===== config.mk =====
export PLATFORM = sky130hd
export DESIGN_NAME = vid_mem_arbiter
export DESIGN_NICKNAME = d
export VERILOG_FILES = /design/src/rtl/vid_mem_arbiter_pkg.sv /design/src/rtl/vid_mem_arbiter_pick.sv /design/src/rtl/vid_mem_arbiter.sv
export SDC_FILE = /design/constraint.sdc
export NUM_CORES = 2
export LEC_CHECK = 0
export CORE_AREA = 5 5 536 538
export DETAILED_ROUTE_END_ITERATION = 7
export DIE_AREA = 0 0 541 543
export PLACE_DENSITY = 0.3
export SLEW_MARGIN = 15
export SYNTH_ARGS = -nofsm -noshare
export SYNTH_HDL_FRONTEND = slang
export SYNTH_SLANG_ARGS = --single-unit

===== constraint.sdc =====
create_clock -name clk -period 1.26 [get_ports clk]
set_input_delay 0.126 -clock clk [delete_from_list [all_inputs] [get_ports clk]]
set_output_delay 0.126 -clock clk [all_outputs]
set_load 0.02 [all_outputs]

===== src/rtl/vid_mem_arbiter_pkg.sv =====
// Shared definitions for the video memory arbiter: FSM states, requester
// IDs and the memory read/write polarity.
package vid_mem_arbiter_pkg;

  typedef enum logic [1:0] {
    IDLE  = 2'd0,
    ISSUE = 2'd1,
    RESP  = 2'd2
  } arb_state_e;

  typedef enum logic {
    REQ_DISP = 1'b0,
    REQ_HOST = 1'b1
  } req_id_e;

  localparam logic MEM_READ = 1'b1;

endpackage


===== src/rtl/vid_mem_arbiter_pick.sv =====
// vid_arb_pick: combinational grant decision for the video memory arbiter.
// Ports:
//   disp_valid, disp_urgent, host_valid : current requests
//   rr_ptr                              : round-robin pointer (preferred requester)
//   starve_cnt                          : consecutive host losses
//   winner                              : chosen requester (meaningful when grant=1)
//   grant                               : at least one request is valid
module vid_arb_pick
  import vid_mem_arbiter_pkg::*;
#(
  parameter int unsigned HOST_MAX_WAIT = 4,
  parameter int unsigned CNT_W         = 3
) (
  input  logic             disp_valid,
  input  logic             disp_urgent,
  input  logic             host_valid,
  input  req_id_e          rr_ptr,
  input  logic [CNT_W-1:0] starve_cnt,
  output req_id_e          winner,
  output logic             grant
);

  localparam logic [CNT_W-1:0] MAX_WAIT = CNT_W'(HOST_MAX_WAIT);

  always_comb begin
    winner = rr_ptr;
    grant  = disp_valid | host_valid;
    if (host_valid && (starve_cnt >= MAX_WAIT)) begin
      winner = REQ_HOST;
    end else if (disp_valid && disp_urgent) begin
      winner = REQ_DISP;
    end else if (rr_ptr == REQ_HOST) begin
      winner = host_valid ? REQ_HOST : REQ_DISP;
    end else begin
      winner = disp_valid ? REQ_DISP : REQ_HOST;
    end
  end

endmodule


===== src/rtl/vid_mem_arbiter.sv =====
// vid_mem_arbiter: shares one memory data port between the display fetcher
// (read-only) and the host port (read/write). One transaction in flight,
// all outputs registered.
// Ports:
//   clk, rst                      : clock, synchronous active-high reset
//   disp_valid/urgent/addr        : display read request, held until disp_ack
//   disp_ack, disp_rdata          : display completion pulse and read data
//   host_valid/rw/addr/wdata      : host request, held until host_ack
//   host_ack, host_rdata          : host completion pulse and read data
//   mem_valid_data, mem_rw_data,
//   mem_data_addr, data_wr        : request to the memory controller
//   data_rd, mem_ready_data       : memory read data and completion
module vid_mem_arbiter
  import vid_mem_arbiter_pkg::*;
#(
  parameter int unsigned ADDR_W        = 28,
  parameter int unsigned DATA_W        = 256,
  parameter int unsigned HOST_MAX_WAIT = 4,
  parameter int unsigned CNT_W         = 3
) (
  input  logic              clk,
  input  logic              rst,
  input  logic              disp_valid,
  input  logic              disp_urgent,
  input  logic [ADDR_W-1:0] disp_addr,
  output logic              disp_ack,
  output logic [DATA_W-1:0] disp_rdata,
  input  logic              host_valid,
  input  logic              host_rw,
  input  logic [ADDR_W-1:0] host_addr,
  input  logic [DATA_W-1:0] host_wdata,
  output logic              host_ack,
  output logic [DATA_W-1:0] host_rdata,
  output logic              mem_valid_data,
  output logic              mem_rw_data,
  output logic [ADDR_W-1:0] mem_data_addr,
  output logic [DATA_W-1:0] data_wr,
  input  logic [DATA_W-1:0] data_rd,
  input  logic              mem_ready_data
);

  arb_state_e        state_q, state_d;
  req_id_e           rr_ptr_q, rr_ptr_d;
  req_id_e           owner_q, owner_d;
  logic [CNT_W-1:0]  starve_cnt_q, starve_cnt_d;
  logic              mem_valid_q, mem_valid_d;
  logic              mem_rw_q, mem_rw_d;
  logic [ADDR_W-1:0] mem_addr_q, mem_addr_d;
  logic [DATA_W-1:0] mem_wdata_q, mem_wdata_d;
  logic              disp_ack_q, disp_ack_d;
  logic              host_ack_q, host_ack_d;
  logic [DATA_W-1:0] disp_rdata_q, disp_rdata_d;
  logic [DATA_W-1:0] host_rdata_q, host_rdata_d;

  req_id_e           winner;
  logic              grant;

  vid_arb_pick #(
    .HOST_MAX_WAIT(HOST_MAX_WAIT),
    .CNT_W        (CNT_W)
  ) u_pick (
    .disp_valid (disp_valid),
    .disp_urgent(disp_urgent),
    .host_valid (host_valid),
    .rr_ptr     (rr_ptr_q),
    .starve_cnt (starve_cnt_q),
    .winner     (winner),
    .grant      (grant)
  );

  always_comb begin
    state_d      = state_q;
    rr_ptr_d     = rr_ptr_q;
    owner_d      = owner_q;
    starve_cnt_d = starve_cnt_q;
    mem_valid_d  = mem_valid_q;
    mem_rw_d     = mem_rw_q;
    mem_addr_d   = mem_addr_q;
    mem_wdata_d  = mem_wdata_q;
    disp_ack_d   = 1'b0;
    host_ack_d   = 1'b0;
    disp_rdata_d = disp_rdata_q;
    host_rdata_d = host_rdata_q;

    unique case (state_q)
      IDLE: begin
        if (grant) begin
          owner_d     = winner;
          mem_valid_d = 1'b1;
          state_d     = ISSUE;
          if (winner == REQ_HOST) begin
            mem_rw_d     = host_rw;
            mem_addr_d   = host_addr;
            mem_wdata_d  = host_wdata;
            starve_cnt_d = '0;
            rr_ptr_d     = REQ_DISP;
          end else begin
            mem_rw_d    = MEM_READ;
            mem_addr_d  = disp_addr;
            mem_wdata_d = '0;
            rr_ptr_d    = REQ_HOST;
            // Host lost this round while waiting; saturate rather than wrap.
            if (host_valid && (starve_cnt_q != '1)) begin
              starve_cnt_d = starve_cnt_q + CNT_W'(1);
            end
          end
        end
      end
      ISSUE: begin
        if (mem_ready_data) begin
          mem_valid_d = 1'b0;
          state_d     = RESP;
          if (owner_q == REQ_HOST) begin
            host_ack_d = 1'b1;
            if (mem_rw_q == MEM_READ) host_rdata_d = data_rd;
          end else begin
            disp_ack_d = 1'b1;
            if (mem_rw_q == MEM_READ) disp_rdata_d = data_rd;
          end
        end
      end
      RESP: begin
        state_d = IDLE;
      end
      default: begin
        state_d = IDLE;
      end
    endcase
  end

  always_ff @(posedge clk) begin
    if (rst) begin
      state_q      <= IDLE;
      rr_ptr_q     <= REQ_HOST;
      owner_q      <= REQ_DISP;
      starve_cnt_q <= '0;
      mem_valid_q  <= 1'b0;
      mem_rw_q     <= MEM_READ;
      mem_addr_q   <= '0;
      mem_wdata_q  <= '0;
      disp_ack_q   <= 1'b0;
      host_ack_q   <= 1'b0;
      disp_rdata_q <= '0;
      host_rdata_q <= '0;
    end else begin
      state_q      <= state_d;
      rr_ptr_q     <= rr_ptr_d;
      owner_q      <= owner_d;
      starve_cnt_q <= starve_cnt_d;
      mem_valid_q  <= mem_valid_d;
      mem_rw_q     <= mem_rw_d;
      mem_addr_q   <= mem_addr_d;
      mem_wdata_q  <= mem_wdata_d;
      disp_ack_q   <= disp_ack_d;
      host_ack_q   <= host_ack_d;
      disp_rdata_q <= disp_rdata_d;
      host_rdata_q <= host_rdata_d;
    end
  end

  assign mem_valid_data = mem_valid_q;
  assign mem_rw_data    = mem_rw_q;
  assign mem_data_addr  = mem_addr_q;
  assign data_wr        = mem_wdata_q;
  assign disp_ack       = disp_ack_q;
  assign host_ack       = host_ack_q;
  assign disp_rdata     = disp_rdata_q;
  assign host_rdata     = host_rdata_q;

endmodule


Word level (Yosys, flattened, before mapping)
Cells that the tools add are included.
Storage, ports and cells
  register bits: 807
  input bits: 575
  output and inout bits: 800
  word-level logic and storage cells: 54
Cells by class
  add/subtract/negate cells: 1
  order comparisons: 1
  eq/ne operators: 4
  mux-type cells: 19
  bitwise operators: 4
  reduce and logical (&&, ||, !) cells: 13
Operators with widths (number)
  2-to-1 mux 256 bit: 1
  2-to-1 mux 28 bit: 1
  2-to-1 mux 1 bit: 11
  AND reduction 4 bit: 2
  2-to-1 mux 3 bit: 2
  AND reduction 3 bit: 2
  2-to-1 mux 2 bit: 2
  inequality test 2 bit (second input constant): 2
  one-hot mux 2 bit (2 select lines): 1
  AND reduction 2 bit: 2
  nonzero test 2 bit: 2
  adder 3 x 1 -> 3 bit (second input constant): 1
  greater-or-equal comparator 3 bit (second input constant): 1
  logical AND 1 bit: 3
  inequality test 3 bit (second input constant): 1
  inverter 1 bit: 3
  OR reduction 3 bit: 1
  == test 2 x 1 -> 1 bit (second input constant): 1
  zero test 2 bit: 1
  one-hot mux 1 bit (2 select lines): 1
  bitwise OR 1 bit: 1

Logic depth before layout (Yosys ltp)
  depth in word-level cells: 6
  gate-level depth with buffers: 7
  gate-level depth less buffers: 5

By module
Synthesis repeated with hierarchy kept, for this count alone.
Second synthesis, totals
  cells, all modules: 3255
  area total of the unflattened synthesis: 31808.0 µm²
By module, submodules not included
  vid_mem_arbiter: instances 1, cells each 3250, area each 31775.5 µm², seq. area each 16155.5 µm²
  vid_arb_pick: instances 1, cells each 5, area each 32.5 µm², seq. area each 0.0 µm²

Worst setup path before layout
OpenSTA, ideal clock, no wires.
  path type: register -> register
  start: reg state_q[1]
  end: reg disp_rdata_q[215] (netlist: disp_rdata[215])
  library setup time: 70 ps
  arrival time: 1297 ps
  data required time: 1190 ps
  setup slack: -108 ps
  cell stages (with the launch flop): 7
  buffers on the path: 2
  clock period less this slack: 1368 ps
  cell sequence: dfxtp_1 > and3b_1 > nand3b_1 > buf_2 > buf_1 > nand2_1 > a21oi_1
On the way
  longest elaborated chain between the ends: 2
Ends and longest elaborated chain
  start: declaration: line vid_mem_arbiter.sv:42  | arb_state_e state_q, state_d;
  start signal: assignment: line vid_mem_arbiter.sv:146  | state_q <= state_d;
  == test 2 x 1 -> 1 bit: line vid_mem_arbiter.sv:85  | unique case (state_q)
  AND reduction 4 bit (no source line)
  end signal: assignment: line vid_mem_arbiter.sv:156  | disp_rdata_q <= disp_rdata_d;
  end: declaration: line vid_mem_arbiter.sv:52  | logic [DATA_W-1:0] disp_rdata_q, disp_rdata_d;
Every way passes these cells.
A chain may end at the register's enable or synchronous reset.

Worst setup path in the final report
  start: reg state_q[0]
  end: reg mem_wdata_q[122] (netlist: data_wr[122])
On the way
  longest elaborated chain between the ends: 2
Ends and longest elaborated chain
  zero test 2 bit: line vid_mem_arbiter.sv:85
  AND reduction 2 bit (no source line)
  end signal: assignment: line vid_mem_arbiter.sv:153  | mem_wdata_q <= mem_wdata_d;
  end: declaration: line vid_mem_arbiter.sv:49  | logic [DATA_W-1:0] mem_wdata_q, mem_wdata_d;
Every way passes these cells.

==> impl_results.md <==
- Final #Nets: around 6300
- Place WS: -0.7975 ns
- Final setup viols: around 1600
- Failing checks: negative setup slack
- Clock transition at the registers of the reported paths: 0.06 ns
- DR DRC count: 0
- Crit-path leading delay family: buffers and inverters
- Pleak: around 23 nW
- Syn-to-layout area delta: 122.7%
- GRT Total Usage: 0.1364
- GRT Residual Overflow: 0
- Final WS setup: -0.4974 ns
- Worst VDD drop: between 0.001 and 0.0015 V
- Seq/Total Area, Yosys: 0.5707
- CP cell instances: buf_6, nor2_4, buf_6, o21a_4, buf_12, clkbuf_16, clkbuf_16, nand3_1, a21oi_1
- Largest cells by area after synthesis: dfxtp_1 57%, nand2_1 17%, a21oi_1 14%
- Final hold slack: 0.04459 ns
- Synth Cell Area: 0.02831 mm2
- DIE WIDTH: about 540 um
- Fillers: 30870
- Met2 Use GR: 0.2394
- Post-synth top area share: 0.5707
- Clock Tree Root: clkbuf_16
- Via density: about 3.5
- Max Root-Sink Buffers: 4
- Status: complete, but fails checks
- Seq cells post-synth: just over 800
- Min cycle time layout: approximately 1.8 ns
- Die area: about 0.3 mm2
- Critical Path End Type: flip-flop
- Port Buffers: around 1400
- Inserted Clock Buffers: 115
- Crit path DAT: between 2 and 2.5 ns
- H-Tree Level Count: 3
- Fmax: approximately 0.57 GHz
- Initial antenna violation count: 50
- CP required: 1.98 ns
- Die Height: 543 um
- Crit start category: flip-flop
- Max-cap violation count: 0
- PD cells: approximately 1200 mW/mm2
- Synth area leader: dfxtp_1
- Synth Instances: between 3000 and 4000
- Max-slew violation count: 0
- Largest net degree at the start of global routing: between 50 and 60
- Final ANT Viol Nets: 0
- Critical path type: flip-flop to flip-flop
- Yosys warning total: 0
- GRT busiest layer: met2
- Worst-path maximum fanout: 7
- Post-synthesis mux area share: 0
- DP HPWL: about 170000 um
- Final hold vios: 0
- Final WL: between 200000 and 250000 um
- DR iter-0 viols: 1397
- Post-Synth Adder-Cell Area: 0.0008840
- IO Count: between 1000 and 1500
- Worst-Skew Late Latency: slightly above 0.8 ns
- Synth Area in Compound Gates: 0.1515
- RD Place Congestion: about 0.82
- Netlist cell types: 30
- First-pass GRT wire length: approximately 280000 um
- Final core occ: 0.2239
- Cell row count: around 200
- Sum of buffers and inverters on the critical path: 5
- DR vias: between 30000 and 40000
- Overall power: 76.41 mW
- RSZ-0062 raised after global routing: true
- Syn avg cell area: ~7.9 um2
- Core area: around 0.28 mm2
- Slowest CP cell: dfxtp_2
- Worst-Margin Slew: 0.4310 ns
- Xor/xnor share of the synthesized area: 0.0003094
- Worst Skew: approximately 0.050 ns
- Relative slew slack: 0.7117
- CTS tree: built
- Initial Util: 0.1005
- Mapped Nets: between 4000 and 5000
- Post-synthesis simple-gate area fraction: 0.2276
- DR WL/cell: roughly 22 um
- Clock sinks: 807
- Setup TNS: -425.25 ns
- Final period util: 1.395
- Via count of the first global-routing pass: between 30000 and 40000
- Most frequent cells in the layout: 1309 x nand2_1, 762 x a21oi_1, 647 x buf_6, 598 x dfxtp_2, 573 x clkdlybuf4s50_1
- Share of cells above drive strength 1: 0.3594
- Min-Delay Path Class: input port to flip-flop
- Crit-path max cell delay: around 0.33 ns
- Main combinational cell family by area after synthesis: simple AND/OR/NAND/NOR gates
- Grt met3 use: 0.05489
- Commonest non-fill, non-tap cell in the layout: nand2_1
- DR pass1 iterations: 5
- Routing usage on met1: 0.1549
## registers in the layout, indices dropped and copies added, names as in the netlist
name and cells:
data_wr 256, disp_rdata 256, host_rdata 256, mem_data_addr 28, starve_cnt_q 3, state_q 2, disp_ack 1, host_ack 1
mem_rw_data 1, mem_valid_data 1, owner_q 1, rr_ptr_q 1
## worst paths after layout
path,startpoint,to,slack [ns],cells after the start
hold reg to reg,disp_rdata[161],disp_rdata[161],0.46,2
setup reg to reg,state_q[0],data_wr[122],-0.50,9
setup / recovery,state_q[0],data_wr[122],-0.50,9
hold / removal,host_wdata[253],data_wr[253],0.04,3
## layer usage
layer	wire length (um)	up-vias
met5	90	-
met4	4667	14
met1	84750	15840
met3	19520	226
met2	105600	1213
li1	-	16030
## what timing repair did
action                                 4_1_cts  5_1_grt
pin swaps                                   13       28
setup endpoints to repair                 1604     1604
setup buffers                               68       16
gates cloned                                 1       24
endpoints found under the hold margin      800        0
hold buffers                               555        0
gates resized for setup                   4692      123
## cells in the mapped netlist
master    count
a211oi_1     29
a21o_1        1
a21oi_1     801
a21oi_2       1
and2_1        1
and3_1        2
and3b_1       1
buf_1        14
buf_2       119
buf_4        20
buf_6         5
clkbuf_1    142
dfxtp_1     807
ha_1          2
nand2_1    1313
nand2b_1      1
nand3_1     258
nand3b_1      2
nor2_1       32
nor2b_1       1
nor3_1        2
nor3b_1       1
nor3b_2       1
o21a_1        2
o21ai_0       1
o21ai_2       1
o21ba_2       1
o21bai_1      1
or3b_2        2
xnor2_1       1
## cell type report
cell class / instances / area [um2] / share of cell area
Timing Repair Buffer: 2300 / 26190 / 0.4154
Tap cell: 3743 / 4683 / 0.07428
Sequential cell: 807 / 17040 / 0.2702
Clock buffer: 181 / 3496 / 0.05544
Multi-Input combinational cell: 2458 / 11230 / 0.1781
Clock inverter: 28 / 345.3 / 0.005477
Antenna cell: 27 / 67.56 / 0.001072
## through the flow
stage	std cells	instance area, um2
after floorplan	3565	28550
after global routing	9527	63010
final	9544	63050
after CTS	9478	61700
after global placement	8645	49870
after detailed placement	8645	49870
## tightest hold or removal path, delay by kind of cell
kind            cells  cell delay (ns)
simple gates        1             0.15
buf+inv             1             0.47
compound gates      1             0.07
## cell families after synthesis
kind of cell,Yosys count
and+or+nand+nor,1617
AOI/OAI and AO/OA,838
DFF,807
buffers and inverters,300
adders and majority gates,2
xor gates and xnor gates,1
## power breakdown
part | internal (mW) | switching [mW]
registers | 26.7 | 0.971
logic | 7.90 | 7.45
clock network | 20.0 | 13.4
Note: power is estimated with default switching activity, not from simulation.
